### src/rtl/seq_env_ctrl_pkg.sv
// Shared types and widths for the step sequencer / envelope controller.
package seq_pkg;

    localparam int AMP_W   = 10;
    localparam int AMP_MAX = 1023;
    localparam int NOTE_W  = 7;

    typedef enum logic [2:0] {
        IDLE    = 3'd0,
        ATTACK  = 3'd1,
        DECAY   = 3'd2,
        SUSTAIN = 3'd3,
        RELEASE = 3'd4
    } env_state_t;

endpackage

### src/rtl/seq_env_ctrl_env_gen.sv
// Envelope generator: free-running tick divider, gate edge detect, ADSR state machine.
// SEQ_RELEASE_EN selects a release ramp; without it a gate fall zeroes amp at once.
module env_gen
    import seq_pkg::*;
#(
    parameter int ENV_DIV     = 4800,
    parameter int ATTACK_INC  = 32,
    parameter int DECAY_DEC   = 8,
    parameter int SUSTAIN_LVL = 768
`ifdef SEQ_RELEASE_EN
    ,
    parameter int RELEASE_DEC = 4
`endif
) (
    input  logic             clk,
    input  logic             rst,
    input  logic             gate,
    output logic [AMP_W-1:0] amp,
    output logic [2:0]       state_dbg
);

    localparam int               DIV_W    = (ENV_DIV > 1) ? $clog2(ENV_DIV) : 1;
    localparam logic [DIV_W-1:0] DIV_LAST = DIV_W'(ENV_DIV - 1);
    localparam logic [10:0]      ATK      = 11'(ATTACK_INC);
    localparam logic [10:0]      TOP      = 11'(AMP_MAX);
    localparam logic [10:0]      SUS_THR  = 11'(SUSTAIN_LVL + DECAY_DEC);
    localparam logic [AMP_W-1:0] AMP_FULL = AMP_W'(AMP_MAX);
    localparam logic [AMP_W-1:0] SUS_AMP  = AMP_W'(SUSTAIN_LVL);
    localparam logic [AMP_W-1:0] DEC_AMP  = AMP_W'(DECAY_DEC);
`ifdef SEQ_RELEASE_EN
    localparam logic [10:0]      REL_THR  = 11'(RELEASE_DEC);
    localparam logic [AMP_W-1:0] REL_AMP  = AMP_W'(RELEASE_DEC);
`endif

    logic [DIV_W-1:0] r_div;
    logic             r_gate_d;
    logic [AMP_W-1:0] r_amp;
    env_state_t       r_state;
    env_state_t       w_state;
    logic             w_tick;
    logic             w_rise;
    logic             w_fall;
    logic             w_kill;
    logic [10:0]      w_amp_x;
    logic [10:0]      w_sum;

    assign w_tick    = (r_div == DIV_LAST);
    assign w_rise    = gate & ~r_gate_d;
    assign w_fall    = ~gate & r_gate_d;
    assign w_amp_x   = {1'b0, r_amp};
    assign w_sum     = w_amp_x + ATK;
    assign amp       = r_amp;
    assign state_dbg = r_state;

    always_ff @(posedge clk or posedge rst) begin
        if (rst) begin
            r_div    <= '0;
            r_gate_d <= 1'b0;
        end else begin
            r_gate_d <= gate;
            r_div    <= w_tick ? '0 : r_div + DIV_W'(1);
        end
    end

    // Gate edges resolve first; a coincident env tick then acts on the new state.
    always_comb begin
        w_state = r_state;
        w_kill  = 1'b0;
        if (w_rise) begin
            w_state = ATTACK;
        end else if (w_fall && (r_state == ATTACK || r_state == DECAY || r_state == SUSTAIN)) begin
`ifdef SEQ_RELEASE_EN
            w_state = RELEASE;
`else
            w_state = IDLE;
            w_kill  = 1'b1;
`endif
        end
    end

    always_ff @(posedge clk or posedge rst) begin
        if (rst) begin
            r_state <= IDLE;
            r_amp   <= '0;
        end else begin
            r_state <= w_state;
            if (w_tick) begin
                case (w_state)
                    ATTACK: begin
                        if (w_sum >= TOP) begin
                            r_amp   <= AMP_FULL;
                            r_state <= DECAY;
                        end else begin
                            r_amp <= w_sum[AMP_W-1:0];
                        end
                    end
                    DECAY: begin
                        if (w_amp_x <= SUS_THR) begin
                            r_amp   <= SUS_AMP;
                            r_state <= SUSTAIN;
                        end else begin
                            r_amp <= r_amp - DEC_AMP;
                        end
                    end
`ifdef SEQ_RELEASE_EN
                    RELEASE: begin
                        if (w_amp_x <= REL_THR) begin
                            r_amp   <= '0;
                            r_state <= IDLE;
                        end else begin
                            r_amp <= r_amp - REL_AMP;
                        end
                    end
`endif
                    default: r_amp <= r_amp;
                endcase
            end
            if (w_kill) begin
                r_amp <= '0;
            end
        end
    end

endmodule

### src/rtl/seq_env_ctrl.sv
// 8-step note sequencer with pattern RAM driving the envelope generator.
// SEQ_RELEASE_EN enables the release ramp in env_gen.
module seq_env_ctrl
    import seq_pkg::*;
#(
    parameter int STEPS       = 8,
    parameter int STEP_TICKS  = 6_000_000,
    parameter int GATE_TICKS  = 3_000_000,
    parameter int ENV_DIV     = 4800,
    parameter int ATTACK_INC  = 32,
    parameter int DECAY_DEC   = 8,
    parameter int SUSTAIN_LVL = 768
`ifdef SEQ_RELEASE_EN
    ,
    parameter int RELEASE_DEC = 4
`endif
) (
    input  logic                     clk,
    input  logic                     rst,
    input  logic                     run,
    input  logic                     wr_en,
    input  logic [$clog2(STEPS)-1:0] wr_addr,
    input  logic [7:0]               wr_data,
    output logic                     gate,
    output logic [NOTE_W-1:0]        note,
    output logic [AMP_W-1:0]         amp,
    output logic [$clog2(STEPS)-1:0] step,
    output logic                     step_stb,
    output logic [2:0]               env_state
);

    localparam int            SW        = $clog2(STEPS);
    localparam int            TW        = $clog2(STEP_TICKS);
    localparam logic [TW-1:0] TICK_LAST = TW'(STEP_TICKS - 1);
    localparam logic [TW-1:0] GATE_END  = TW'(GATE_TICKS);

    logic [7:0]        r_pat [STEPS];
    logic [TW-1:0]     r_tick;
    logic [SW-1:0]     r_step;
    logic              r_gate;
    logic              r_stb;
    logic [NOTE_W-1:0] r_note;

    assign gate     = r_gate;
    assign note     = r_note;
    assign step     = r_step;
    assign step_stb = r_stb;

    always_ff @(posedge clk or posedge rst) begin
        if (rst) begin
            for (int i = 0; i < STEPS; i++) begin
                r_pat[i] <= '0;
            end
        end else if (wr_en) begin
            r_pat[wr_addr] <= wr_data;
        end
    end

    // The slot is only read at step start, so a write to the playing step waits a full pass.
    always_ff @(posedge clk or posedge rst) begin
        if (rst) begin
            r_tick <= '0;
            r_step <= '0;
            r_gate <= 1'b0;
            r_stb  <= 1'b0;
            r_note <= '0;
        end else if (!run) begin
            r_tick <= '0;
            r_step <= '0;
            r_gate <= 1'b0;
            r_stb  <= 1'b0;
        end else begin
            r_stb <= (r_tick == '0);
            if (r_tick == '0) begin
                r_note <= r_pat[r_step][NOTE_W-1:0];
                r_gate <= r_pat[r_step][7];
            end else if (r_tick == GATE_END) begin
                r_gate <= 1'b0;
            end
            if (r_tick == TICK_LAST) begin
                r_tick <= '0;
                r_step <= r_step + 1'b1;
            end else begin
                r_tick <= r_tick + 1'b1;
            end
        end
    end

    env_gen #(
        .ENV_DIV     (ENV_DIV),
        .ATTACK_INC  (ATTACK_INC),
        .DECAY_DEC   (DECAY_DEC),
        .SUSTAIN_LVL (SUSTAIN_LVL)
`ifdef SEQ_RELEASE_EN
        ,
        .RELEASE_DEC (RELEASE_DEC)
`endif
    ) u_env (
        .clk       (clk),
        .rst       (rst),
        .gate      (r_gate),
        .amp       (amp),
        .state_dbg (env_state)
    );

endmodule

### config.mk
export PLATFORM = sky130hd
export DESIGN_NAME = seq_env_ctrl
export DESIGN_NICKNAME = d
export VERILOG_FILES = /design/src/rtl/seq_env_ctrl_pkg.sv /design/src/rtl/seq_env_ctrl_env_gen.sv /design/src/rtl/seq_env_ctrl.sv
export SDC_FILE = /design/constraint.sdc
export NUM_CORES = 1
export LEC_CHECK = 0
export ABC_AREA = 1
export CAP_MARGIN = 20
export CORE_ASPECT_RATIO = 1.4
export CORE_MARGIN = 2
export CORE_UTILIZATION = 35
export DETAILED_ROUTE_END_ITERATION = 8
export PLACE_DENSITY_LB_ADDON = 0.1
export SLEW_MARGIN = 15
export SYNTH_ARGS = -nofsm -noshare
export SYNTH_HDL_FRONTEND = slang
export SYNTH_SLANG_ARGS = --single-unit
### constraint.sdc
create_clock -name clk -period 7.8 [get_ports clk]
set_input_delay 1.56 -clock clk [delete_from_list [all_inputs] [get_ports clk]]
set_output_delay 1.56 -clock clk [all_outputs]
set_load 0.02 [all_outputs]
==> reports/summary.md <==
The fraction of final layout cells with drive strength greater than 1 is 0.09507. The tightest min-delay check is of the reg -> reg type. The DRC violations left was 0; the combined area of all synthesized cells was 6325 um2. TritonCTS built the clock tree.

The H-tree was split into 4 levels. The run gives 0.003573 uW as the leakage dissipation. In the synthesized netlist, the cells that appear most often are sky130_fd_sc_hd__nand2_1, sky130_fd_sc_hd__dfrtp_1, sky130_fd_sc_hd__nor2_1.

The critical path endpoint is step[0]. The average wire length per cell after detail routing is 14.56 um. The row count is 58. In this run, the number of DRC markers left after iteration 0 of detailed routing was 330. Setup slack on the worst reg-to-reg path comes out at 5.78 ns. By area the synthesized netlist is led by sky130_fd_sc_hd__dfrtp_1, sky130_fd_sc_hd__nand2_1, sky130_fd_sc_hd__o21ai_0. The tree is rooted in a sky130_fd_sc_hd__clkbuf_16. The final hold violation count is 0.

For the global-route total usage across every layer, the log shows 0.1734. The number of pins exceeding their max-slew limit in the final report came out at 0. For the number of hold buffers added after cts, the log shows 0. Synthesis produced a netlist with a net count of 808. Including well taps, the total number of placed cells is 1040. The core region is 17850 um2. Most used flip-flop cell after synthesis: sky130_fd_sc_hd__dfrtp_1.

The logs give 0.1484 mV for the maximum resistive drop on vdd and 0.8632 for the final weighted congestion in routability-driven placement. The clock network latency to the later pin of the worst-skew pair is 0.41 ns, and the post-detailed-placement half-perimeter wirelength is 10600 um. The tools report the startpoint of the worst setup timing path as step[0]$_DFFE_PP0P_.

The run gives 5233 as the via count of the first global-routing pass. The portion of the clock cycle consumed by the worst path in the final layout was 0.4287. In this run the power density over the cells is 243.7 nW/um2.

By instance count, the leading cell after synthesis is sky130_fd_sc_hd__nand2_1. The type of destination of the critical path is an output port. Yosys mapped a number of flops with a built-in enable equal to 0. Across the whole layout, storage elements account for 3103 um2. The initial standard-cell utilization of the core is 0.3543, and the total detailed-routing wirelength is 15590 um. The die covers 19180 um2.

The share of the synthesized area in the top cell type was 0.4906; the count of cell types in the netlist was 38. Fmax: 299.0 MHz. The run gives 0.3727 as the worst relative slew slack. The worst setup path is launched from a flip-flop. The number of buffers inserted by post-CTS setup repair is 0, and the number of top-level design ports is 40. The met3 usage in global routing was 0.03980; the total area of multi-input combinational cells was 2805 um2.

The die outline width works out to 117.6 um. The cell taking the most area after synthesis is sky130_fd_sc_hd__dfrtp_1. The run gives 0 as the overall overflow remaining after global route. The worst register-to-register path ends at note[1]$_DFFE_PP0P_. The startpoint identified for the worst register-to-register timing path is step[0]$_DFFE_PP0P_.

Counting cells, the worst reg-to-reg path comes to 9. The flow ran to the end, and the final reports show no timing, DRC or antenna violations. For this run, the number of Yosys warnings is 0. Ratio of routed vias to standard cells: 4.916. The global routing usage on met1 was 0.2140.

Measured along the y axis, the die boundary spans 163.1 um. Setup violations remaining at the end of the flow were counted as 0. The tools report the sum of negative setup slack as 0 ns.

The transition at the pin with the smallest max-transition slack is 0.9358 ns, and the initial antenna violation count is 0. Clock tree synthesis inserted a total of 17 buffers. Clock-pin slew was measured on the worst setup and hold paths at 0.05 ns. Across the run, the number of max-cap violations was 0. The first-pass iteration count of the detailed router was 5; the met2 track demand over resource was 0.2976. The tools report the number of cells produced by synthesis as 784. For the CTS sink count, the log shows 124. The signed area change from the synthesized netlist to the final layout is 18.64%. The setup skew after layout is 0.006681 ns.

The number of gates resized after CTS was 0. The count of antenna diodes in the layout came out at 0. The share of flip-flops with an asynchronous set or reset after synthesis is 1.000, and the maximum clock path buffer count is 2. The setup path with the least slack is of type reg -> out. The most crowded layer after global routing was met2. For the post-layout net count, the log shows 844.

Entering global routing, the biggest net connects 71 pins. In this run, synthesis produced a sequential element count of 124. The logs give 1071 for the final standard cell count with taps included and fillers excluded and 1.78 ns for the arrival time at the worst endpoint. Detailed routing inserted a total of 5265 vias. The number of antenna-violating nets in the routed design is 0.

STA puts the critical path data required time at 6.24 ns. The count of buffers added on input and output ports is 39. Setup repair after global routing left no endpoint under its margin.

The clock period minus final worst setup slack was 3.344 ns. Along the worst path, the maximum fanout reaches 35. Averaged over all synthesized cells, the footprint is 8.067 um2. Counting the fill cells in the layout gives 1851. The portion of the post-synthesis area used by sequential elements was 0.4906; the wire length of the first global-routing pass was 26380 um.
-- metrics by stage --
step	area (um2)	power, uW	utilization	worst slack (ns)	hold slack, ns
4_1_cts	7476	1851	0.4188	4.428	0.4624
3_3_place_gp	6908	1074	0.3870	4.297	0.4565
5_1_grt	7503	1934	0.4203	4.365	0.4723
2_1_floorplan	6325	968.0	-	2.941	0.4310
3_5_place_dp	6908	1081	0.3870	4.274	0.4555
6_report	7503	1828	0.4203	4.456	0.4606
-- kinds of logic (layout without fill, tap and decap cells) --
| family | count (synthesis) | in the layout | share of synthesized area |
|---|---|---|---|
| fa+ha+maj | 9 | 9 | 0.01780 |
| buf+inv | 101 | 148 | 0.06587 |
| compound gates | 132 | 132 | 0.1114 |
| xor+xnor | 20 | 20 | 0.02769 |
| flops | 124 | 124 | 0.4906 |
| simple gates | 398 | 398 | 0.2866 |
-- power breakdown --
part	internal, uW	switching [uW]
registers	728	47.6
clock network	490	270
logic	117	177
-- worst min-delay path by stage --
stage,start,endpoint,slack (ns),cells after the start
3_5_place_dp,u_env.r_div[0]$_DFF_PP0_,u_env.r_div[0]$_DFF_PP0_,0.46,1
5_1_grt,u_env.r_div[0]$_DFF_PP0_,u_env.r_div[0]$_DFF_PP0_,0.47,1
6_report,u_env.r_div[0]$_DFF_PP0_,u_env.r_div[0]$_DFF_PP0_,0.46,1
3_3_place_gp,u_env.r_div[0]$_DFF_PP0_,u_env.r_div[0]$_DFF_PP0_,0.46,1
4_1_cts,u_env.r_div[0]$_DFF_PP0_,u_env.r_div[0]$_DFF_PP0_,0.46,1
2_1_floorplan,u_env.r_div[0]$_DFF_PP0_,u_env.r_div[0]$_DFF_PP0_,0.43,1
-- routing by layer --
layer,vias up,routed length [um]
met2,115,7739
met3,18,542
met4,0,268
li1,2625,-
met5,-,0
met1,2507,7044
-- registers in the layout, indices dropped and copies added, names as in the netlist --
name / cells
r_pat: 64
r_tick: 23
u_env.r_div: 13
u_env.amp: 8
note: 7
step: 3
u_env.state_dbg: 3
gate: 1
step_stb: 1
u_env.r_gate_d: 1
-- placed cells by master (no fill, tap or decap), types with 6 or more instances in the layout --
cell                              netlist  layout
sky130_fd_sc_hd__nor2_1                98      98
sky130_fd_sc_hd__nand3_1               34      34
sky130_fd_sc_hd__o21ai_0               96      96
sky130_fd_sc_hd__a21oi_1               15      15
sky130_fd_sc_hd__nand2_1              196     196
sky130_fd_sc_hd__o22ai_1               16      16
sky130_fd_sc_hd__nand2_2               12      12
sky130_fd_sc_hd__nand4_1               15      15
sky130_fd_sc_hd__nor4_1                 6       6
sky130_fd_sc_hd__xor2_1                16      16
sky130_fd_sc_hd__ha_1                   9       9
sky130_fd_sc_hd__nor3_1                 7       7
sky130_fd_sc_hd__dfrtp_1              124     124
sky130_fd_sc_hd__clkbuf_16              0      17
sky130_fd_sc_hd__inv_2                  6       6
sky130_fd_sc_hd__clkdlybuf4s50_1        0      39
sky130_fd_sc_hd__nor2_2                 8       8
sky130_fd_sc_hd__inv_1                 65      64
-- final cells by class --
| class | instances | share of cell area |
|---|---|---|
| flip-flops and latches | 124 | 0.4135 |
| multi-input cells | 559 | 0.3739 |
| clock buffers | 23 | 0.06370 |
| well taps | 240 | 0.04002 |
| clock inverters | 7 | 0.01201 |
| inverters | 75 | 0.03819 |
| repair buffers | 43 | 0.05870 |
-- critical path, stage by stage, from the launching register on --
cell and delay (ns):
sky130_fd_sc_hd__dfrtp_1 0.33, sky130_fd_sc_hd__buf_4 0.35, sky130_fd_sc_hd__clkdlybuf4s50_1 0.68
No activity file was read; power rests on OpenSTA's default activity.
